**src/rtl/sl_bus_arbiter.sv**
```systemverilog
// Round-robin arbiter for the shared ICE slave output bus; one client holds the grant per frame.
// Optional idle-latch grant timeout with per-client masking: define SL_ARB_TIMEOUT_EN.
module sl_bus_arbiter #(
   parameter int unsigned NUM_REQ        = 4,
   parameter logic [15:0] TIMEOUT_CYCLES = 16'd50000
) (
   input  logic               clk,
   input  logic               rst,
   input  logic [NUM_REQ-1:0] req,
   input  logic               sl_data_latch,
   output logic [NUM_REQ-1:0] grant,
   output logic               grant_valid,
   output logic [2:0]         grant_idx,
   output logic [7:0]         byte_count,
   output logic               frame_done,
   output logic               timeout_evt
);

   localparam int unsigned IDX_W = 3;
   localparam int unsigned CNT_W = 8;
   localparam int unsigned EXT_W = 8;
   localparam logic [IDX_W-1:0] LAST_RST = IDX_W'(NUM_REQ - 1);

   typedef enum logic [1:0] {
      S_IDLE,
      S_GRANT,
      S_GAP
   } state_t;

   state_t             state;
   state_t             state_d;
   logic [NUM_REQ-1:0] grant_d;
   logic [IDX_W-1:0]   grant_idx_d;
   logic [CNT_W-1:0]   byte_count_d;
   logic               frame_done_d;
   logic               timeout_d;
   logic [IDX_W-1:0]   last_idx;
   logic [IDX_W-1:0]   last_idx_d;

   logic [NUM_REQ-1:0] eligible;
   logic [EXT_W-1:0]   eligible_ext;
   logic [EXT_W-1:0]   req_ext;
   logic [IDX_W-1:0]   cand;
   logic [IDX_W-1:0]   win_idx;
   logic               win_found;
   logic               tmo_hit;

   assign req_ext      = EXT_W'(req);
   assign eligible_ext = EXT_W'(eligible);

`ifdef SL_ARB_TIMEOUT_EN
   logic [15:0]        idle_cnt;
   logic [15:0]        idle_cnt_d;
   logic [NUM_REQ-1:0] mask;
   logic [NUM_REQ-1:0] mask_d;

   assign eligible = req & ~mask;
   assign tmo_hit  = (idle_cnt == (TIMEOUT_CYCLES - 16'd1));

   // Idle counter runs only while granted; a mask bit lives until its req is seen low.
   always_comb begin
      idle_cnt_d = '0;
      if (state == S_GRANT && !sl_data_latch) begin
         idle_cnt_d = idle_cnt + 16'd1;
      end
      mask_d = (mask & req) | (timeout_d ? grant : '0);
   end

   always_ff @(posedge clk) begin
      if (rst) begin
         idle_cnt <= '0;
         mask     <= '0;
      end else begin
         idle_cnt <= idle_cnt_d;
         mask     <= mask_d;
      end
   end
`else
   logic unused_tmo;

   assign eligible   = req;
   assign tmo_hit    = 1'b0;
   assign unused_tmo = ^TIMEOUT_CYCLES;
`endif

   // Round-robin search starting one past the last grantee.
   always_comb begin
      win_found = 1'b0;
      win_idx   = '0;
      cand      = '0;
      for (int unsigned i = 1; i <= NUM_REQ; i++) begin
         cand = IDX_W'((32'(last_idx) + i) % NUM_REQ);
         if (!win_found && eligible_ext[cand]) begin
            win_found = 1'b1;
            win_idx   = cand;
         end
      end
   end

   // Next-state and next-output logic.
   always_comb begin
      state_d      = state;
      grant_d      = grant;
      grant_idx_d  = grant_idx;
      byte_count_d = byte_count;
      last_idx_d   = last_idx;
      frame_done_d = 1'b0;
      timeout_d    = 1'b0;
      case (state)
         S_IDLE: begin
            if (win_found) begin
               grant_d      = NUM_REQ'(1) << win_idx;
               grant_idx_d  = win_idx;
               byte_count_d = '0;
               state_d      = S_GRANT;
            end
         end
         S_GRANT: begin
            if (sl_data_latch && byte_count != '1) begin
               byte_count_d = byte_count + 8'd1;
            end
            if (!req_ext[grant_idx]) begin
               grant_d      = '0;
               frame_done_d = 1'b1;
               last_idx_d   = grant_idx;
               state_d      = S_GAP;
            end else if (tmo_hit) begin
               grant_d    = '0;
               timeout_d  = 1'b1;
               last_idx_d = grant_idx;
               state_d    = S_GAP;
            end
         end
         S_GAP: begin
            state_d = S_IDLE;
         end
         default: begin
            state_d = S_IDLE;
            grant_d = '0;
         end
      endcase
   end

   always_ff @(posedge clk) begin
      if (rst) begin
         state       <= S_IDLE;
         grant       <= '0;
         grant_valid <= 1'b0;
         grant_idx   <= '0;
         byte_count  <= '0;
         frame_done  <= 1'b0;
         timeout_evt <= 1'b0;
         last_idx    <= LAST_RST;
      end else begin
         state       <= state_d;
         grant       <= grant_d;
         grant_valid <= |grant_d;
         grant_idx   <= grant_idx_d;
         byte_count  <= byte_count_d;
         frame_done  <= frame_done_d;
         timeout_evt <= timeout_d;
         last_idx    <= last_idx_d;
      end
   end

endmodule

```
**config.mk**
```make
export PLATFORM = sky130hd
export DESIGN_NAME = sl_bus_arbiter
export DESIGN_NICKNAME = d
export VERILOG_FILES = /design/src/rtl/sl_bus_arbiter.sv
export SDC_FILE = /design/constraint.sdc
export NUM_CORES = 1
export LEC_CHECK = 0
export CAP_MARGIN = 10
export CELL_PAD_IN_SITES_DETAIL_PLACEMENT = 1
export CELL_PAD_IN_SITES_GLOBAL_PLACEMENT = 2
export CORE_UTILIZATION = 27
export CTS_BUF_LIST = sky130_fd_sc_hd__clkbuf_4
export CTS_CLUSTER_SIZE = 28
export DETAILED_ROUTE_END_ITERATION = 6
export PLACE_DENSITY = 0.88
export SLEW_MARGIN = 5
export SYNTH_ARGS = -nofsm -noshare
export SYNTH_HDL_FRONTEND = slang
export SYNTH_SLANG_ARGS = --single-unit
```
**constraint.sdc**
```tcl
create_clock -name clk -period 1.8 [get_ports clk]
set_input_delay 0.54 -clock clk [delete_from_list [all_inputs] [get_ports clk]]
set_output_delay 0.54 -clock clk [all_outputs]
set_load 0.1 [all_outputs]
```
=== Word level (Yosys, flattened, before mapping) ===
Index checks and enable logic that the tools add are counted.

* Flip-flop bits (word level): 20
* Input port bits: 7
* Output and inout port bits: 18
* Logic and storage cells: 69

* $add $sub $neg: 5
* Magnitude comparators: 5
* Eq/ne operators: 6
* Shifts and indexed selects: 1
* Multiplexer cells: 28
* Bitwise operators: 2
* Reductions and logical operators: 15

{| class="wikitable"
|+ Operators with widths
! cell !! number
|-
| less-than comparator 2 x 4 -> 1 bit (second input constant) || 5
|-
| 2-to-1 mux 8 bit || 2
|-
| one-hot mux 8 bit (2 select lines) || 1
|-
| 2-to-1 mux 2 bit || 6
|-
| one-hot mux 4 bit (3 select lines) || 1
|-
| 2-to-1 mux 1 bit || 10
|-
| adder 8 x 1 -> 8 bit (second input constant) || 1
|-
| binary-select mux 1 bit (select 2 bit) || 4
|-
| 2-to-1 mux 4 bit || 2
|-
| != test 8 bit (second input constant) || 1
|-
| != test 2 bit (second input constant) || 3
|-
| AND reduction 2 bit || 3
|-
| adder 2 x 1 -> 2 bit (second input constant) || 2
|-
| adder 2 bit (second input constant) || 2
|-
| logical AND 1 bit || 4
|-
| one-hot mux 2 bit (2 select lines) || 1
|-
| OR reduction 4 bit || 1
|-
| left shift 1 x 2 -> 4 bit (first input constant) || 1
|-
| binary-select mux 1 bit (select 3 bit) || 1
|-
| logical NOT 1 bit || 3
|-
| AND reduction 3 bit || 1
|-
| equality test 2 x 1 -> 1 bit (second input constant) || 1
|-
| equality test 2 bit (second input constant) || 1
|-
| logical NOT 2 bit || 1
|-
| 3 further kinds || 4
|}

=== Depth between registers and ports, before layout ===
* Word-level depth: 17
* Gate-level depth with buffers: 5

=== Least setup slack after synthesis ===
Ideal clock, no wire load.

* Path kind: reg2reg
* Start: register grant_idx[0]
* End: register last_idx[0]
* Setup time: 0.122 ns
* Data arrival time: 2.172 ns
* Required time: 1.678 ns
* Path slack: -0.494 ns
* Cell stages (with the launch flop): 5
* Clock period less this slack: 2.294 ns
* Cell sequence: dfxtp_1 mux4_1 nor2b_1 mux2i_1 nand2_1

* Cells in the longest elaborated chain, start to end: 4

{| class="wikitable"
|+ Ends and longest elaborated chain
! what !! RTL line !! text
|-
| start: declaration || 13 || <nowiki>output logic [2:0] grant_idx,</nowiki>
|-
| start signal: assignment || 158 || <nowiki>grant_idx <= grant_idx_d;</nowiki>
|-
| binary-select mux 1 bit (select 3 bit) || 122 || <nowiki>if (!req_ext[grant_idx]) begin</nowiki>
|-
| 2-to-1 mux 1 bit (not written as such) || 122 ||
|-
| NOT 1 bit (no source line) || - ||
|-
| AND reduction 2 bit (no source line) || - ||
|-
| end signal: assignment || 162 || <nowiki>last_idx <= last_idx_d;</nowiki>
|-
| end: declaration || 37 || <nowiki>logic [IDX_W-1:0] last_idx;</nowiki>
|}

Several ways; a longest one is shown, not always the timed one. The select of a mux whose other input is x is not followed.
A chain may end at the register's enable or synchronous reset.

=== Final worst setup path ===
* Start: input req[2]
* End: register byte_count[6]

* Cells in the longest elaborated chain, start to end: 14

{| class="wikitable"
|+ Ends and longest elaborated chain
! what !! RTL line !! text
|-
| start: declaration || 9 || <nowiki>input logic [NUM_REQ-1:0] req,</nowiki>
|-
| binary-select mux 1 bit (select 2 bit) || 93 || <nowiki>if (!win_found && eligible_ext[cand]) begin</nowiki>
|-
| 2-to-1 mux 1 bit (not written as such) || 93 ||
|-
| 2-to-1 mux 1 bit || 93 ||
|-
| logical NOT 1 bit || 93 ||
|-
| logical AND 1 bit || 93 ||
|-
| 2-to-1 mux 1 bit || 93 ||
|-
| logical NOT 1 bit || 93 ||
|-
| logical AND 1 bit || 93 ||
|-
| 2-to-1 mux 1 bit || 93 ||
|-
| logical NOT 1 bit || 93 ||
|-
| logical AND 1 bit || 93 ||
|-
| 2-to-1 mux 1 bit (*) || 93 ||
|-
| != test 2 bit (no source line) (*) || - ||
|-
| AND reduction 3 bit (no source line) (*) || - ||
|-
| end signal: assignment || 159 || <nowiki>byte_count <= byte_count_d;</nowiki>
|-
| end: declaration || 14 || <nowiki>output logic [7:0] byte_count,</nowiki>
|}

Every way passes the cells marked *; elsewhere a longest branch is shown, timed or not. The select of a mux whose other input is x is not followed.

==> run_results.csv <==
group,metric,value,unit
status,status,"finished, final reports clean",
die,fp-row-count,22,
synth,ys.flop_type,"dfxtp_1",
job,max_cap_viol_count,0,
route,viasPerCell,5.14,
power_and_ir_drop,p_total,1.25,mW
finish,final_net_count,159,
worst_setup_path,reg2reg_depth,6,
grt,grt.total_usage,15.8,%
sta,setup_viol,0,
grt,overflow,0,
route,dr.pass1.iters,3,
worst_setup_path,required,2.04,ns
place,place_hpwl,2.39,mm
clock_network,cts_setup_buffers,0,
sta,finalMaxSlewViolations,0,
sta,holdWs,0.509,ns
finish,post-route-util,43.4,%
clock_network,clk_pin_slew,0.11,ns
route,vias,1018,
route,drc,0,
worst_setup_path,reg2reg_slack,0.19,ns
synth,synth_area_leaders,"dfxtp_1 39%, nand2_1 5.1%, mux2i_1 4.9%, a21oi_1 4.4%, nand2b_1 4.3%",
worst_setup_path,worst_setup_path_end_kind,"flip-flop",
route,drtAntennaViolNets,0,
min_path,min_path_cells,2,
power_and_ir_drop,ir_drop,0.296,mV
finish,seqCellArea,415,µm²
finish,layoutNonFillerInstCount,198,
sta,hold_violations,0,
power_and_ir_drop,cellPowerDensity,788,nW/µm²
finish,syn2layout_area_growth,55.4,%
synth,synthesis.area,1020,µm²
sta,min_period,1.73,ns
synth,netlist_instances,112,
place,port_buffers,22,
die,die-area,4040,µm²
grt,grt_pass1_vias,1090,
synth,async_flop_share,0,%
clock_network,cts_buffer_depth,2,
worst_setup_path,r2r_end,"byte_count[0]",
clock_network,h-tree-depth,1,
worst_setup_path,path_class,"in2reg",
clock_network,clock_latency,0.30,ns
place,gp_congestion,0.871,
die,initial_core_util,28.0,%
grt,grt_max_degree,12,
min_path,min_from,"grant_idx[1]",
finish,n_antenna_cell,0,
grt,grt_first_pass_wirelength,5.02,mm
finish,fillers,422,
synth,yosys_warnings,0,
worst_setup_path,critPathArrivalTime,1.98,ns
synth,synth_area_per_cell,9.14,µm²
grt,antenna_found_initial,0,
synth,synth_cell_types,41,
synth,synth_top_area_share,39.1,%
min_path,holdPathEnd,"grant_idx[1]",
synth,ys_ff_latch,20,
clock_network,cts_buffers,3,
die,fp.coreArea,3660,µm²
die,die_x,63.6,µm
finish,final_common_cell,"buf_12",
synth,synth_edf_count,0,
sta,post-route-period-util,96.3,%
finish,multi_input_area,591,µm²
synth,ys_seq_area_share,39.1,%
sta,skew,0.00247,ns
place,place_inst,194,
route,routedWlPerCell,15.0,µm
die,die_h,63.6,µm
clock_network,cts_tree,"built",
clock_network,cts_root_buf,"clkbuf_4",
worst_setup_path,reg2reg_from,"byte_count[0]",
die,io_pins,25,
clock_network,cts.sinks,20,
synth,synth_area_leader_cell,"dfxtp_1",
min_path,hold_class,"reg2reg",
power_and_ir_drop,leakagePower,0.622,nW
route,drtIter0Drc,32,
sta,rsz0062_at_grt,"no",
finish,final_cell_mix,"16 x buf_12, 15 x buf_4, 13 x nand2_1",
route,routed_wl,2.97,mm
sta,fmax,0.577,GHz
worst_setup_path,start_kind,"primary input",
clock_network,ctsHoldBuffers,0,
worst_setup_path,cp_max_fo,4,
finish,drive_gt1_share,34.7,%
-- kinds of logic after synthesis --
kind of cell | after synthesis | share of synthesized area, %
compound gates | 32 | 24.2
fa+ha+maj | 1 | 1.22
buf+inv | 6 | 3.67
flops | 20 | 39.1
mux | 6 | 7.46
other cells | 1 | 0.366
simple gates | 46 | 24.0
-- cell type report --
cell class,count,area share [%]
Timing Repair Buffer,37,30.8
Sequential cell,20,26.1
Clock buffer,3,1.42
Inverter,2,0.472
Clock inverter,1,0.236
Multi-Input combinational cell,87,37.1
Tap cell,48,3.78
-- flip-flops by register name, summed over array words and instances, names as in the netlist --
name and count:
state 2, byte_count 8, grant_valid 1, grant 4
grant_idx 2, frame_done 1, last_idx 2
-- cell usage after synthesis, types with 2 or more instances --
| library cell | n |
|---|---|
| o2111ai_1 | 4 |
| and2_1 | 2 |
| o2bb2ai_1 | 2 |
| nand2b_1 | 7 |
| nor4_1 | 2 |
| nor3_1 | 2 |
| buf_4 | 2 |
| mux2i_1 | 5 |
| nand2_1 | 14 |
| inv_1 | 2 |
| a2111o_1 | 3 |
| dfxtp_1 | 20 |
| nor2_1 | 3 |
| nand3_1 | 7 |
| a21o_1 | 3 |
| a21oi_1 | 9 |
-- repair_timing --
action	4_1_cts	5_1_grt
endpoints found under the setup margin	19	4
pin swaps	1	4
resized for setup	8	1
-- worst max-delay path, cell delays in order --
cell           delay [ns]
dlygate4sd2_1        0.26
or4_4                0.57
a21o_1               0.22
a2111o_1             0.30
nand2_1              0.08
-- metrics by stage --
stage | worst slack [ns] | instance area (µm²) | TNS [ns]
2_1_floorplan | 0.00913 | 1040 | 0
3_3_place_gp | -0.500 | 1570 | -8.13
3_5_place_dp | -0.596 | 1570 | -9.33
4_1_cts | 0.0165 | 1590 | 0
5_1_grt | 0.0165 | 1590 | 0
6_report | 0.0672 | 1590 | 0
-- worst max-delay path by stage --
stage / to / slack [ns] / cells after the start / start
2_1_floorplan: last_idx[1] / 0.009 / 4 / grant_idx[0]
3_3_place_gp: byte_count[2] / -0.50 / 5 / req[0]
3_5_place_dp: last_idx[0] / -0.60 / 5 / req[1]
4_1_cts: byte_count[2] / 0.02 / 5 / req[0]
5_1_grt: byte_count[5] / 0.02 / 5 / req[2]
6_report: byte_count[6] / 0.07 / 5 / req[2]
-- routing by layer --
layer	GRT usage, %	vias up	wire length (µm)
met2	30.7	18	1630
met4	4.55	0	36
met3	2.72	6	77
met5	0	-	0
li1	-	495	-
met1	17.0	499	1220
-- report_power, final --
| part | leakage [nW] | internal, mW | total [mW] | switching, mW |
|---|---|---|---|---|
| registers | 0.168 | 0.477 | 0.521 | 0.0439 |
| clock network | 0.0154 | 0.0808 | 0.219 | 0.139 |
| logic | 0.439 | 0.202 | 0.513 | 0.311 |
| total | 0.622 | 0.760 | 1.25 | 0.493 |
Note: power is estimated with default switching activity, not from simulation.
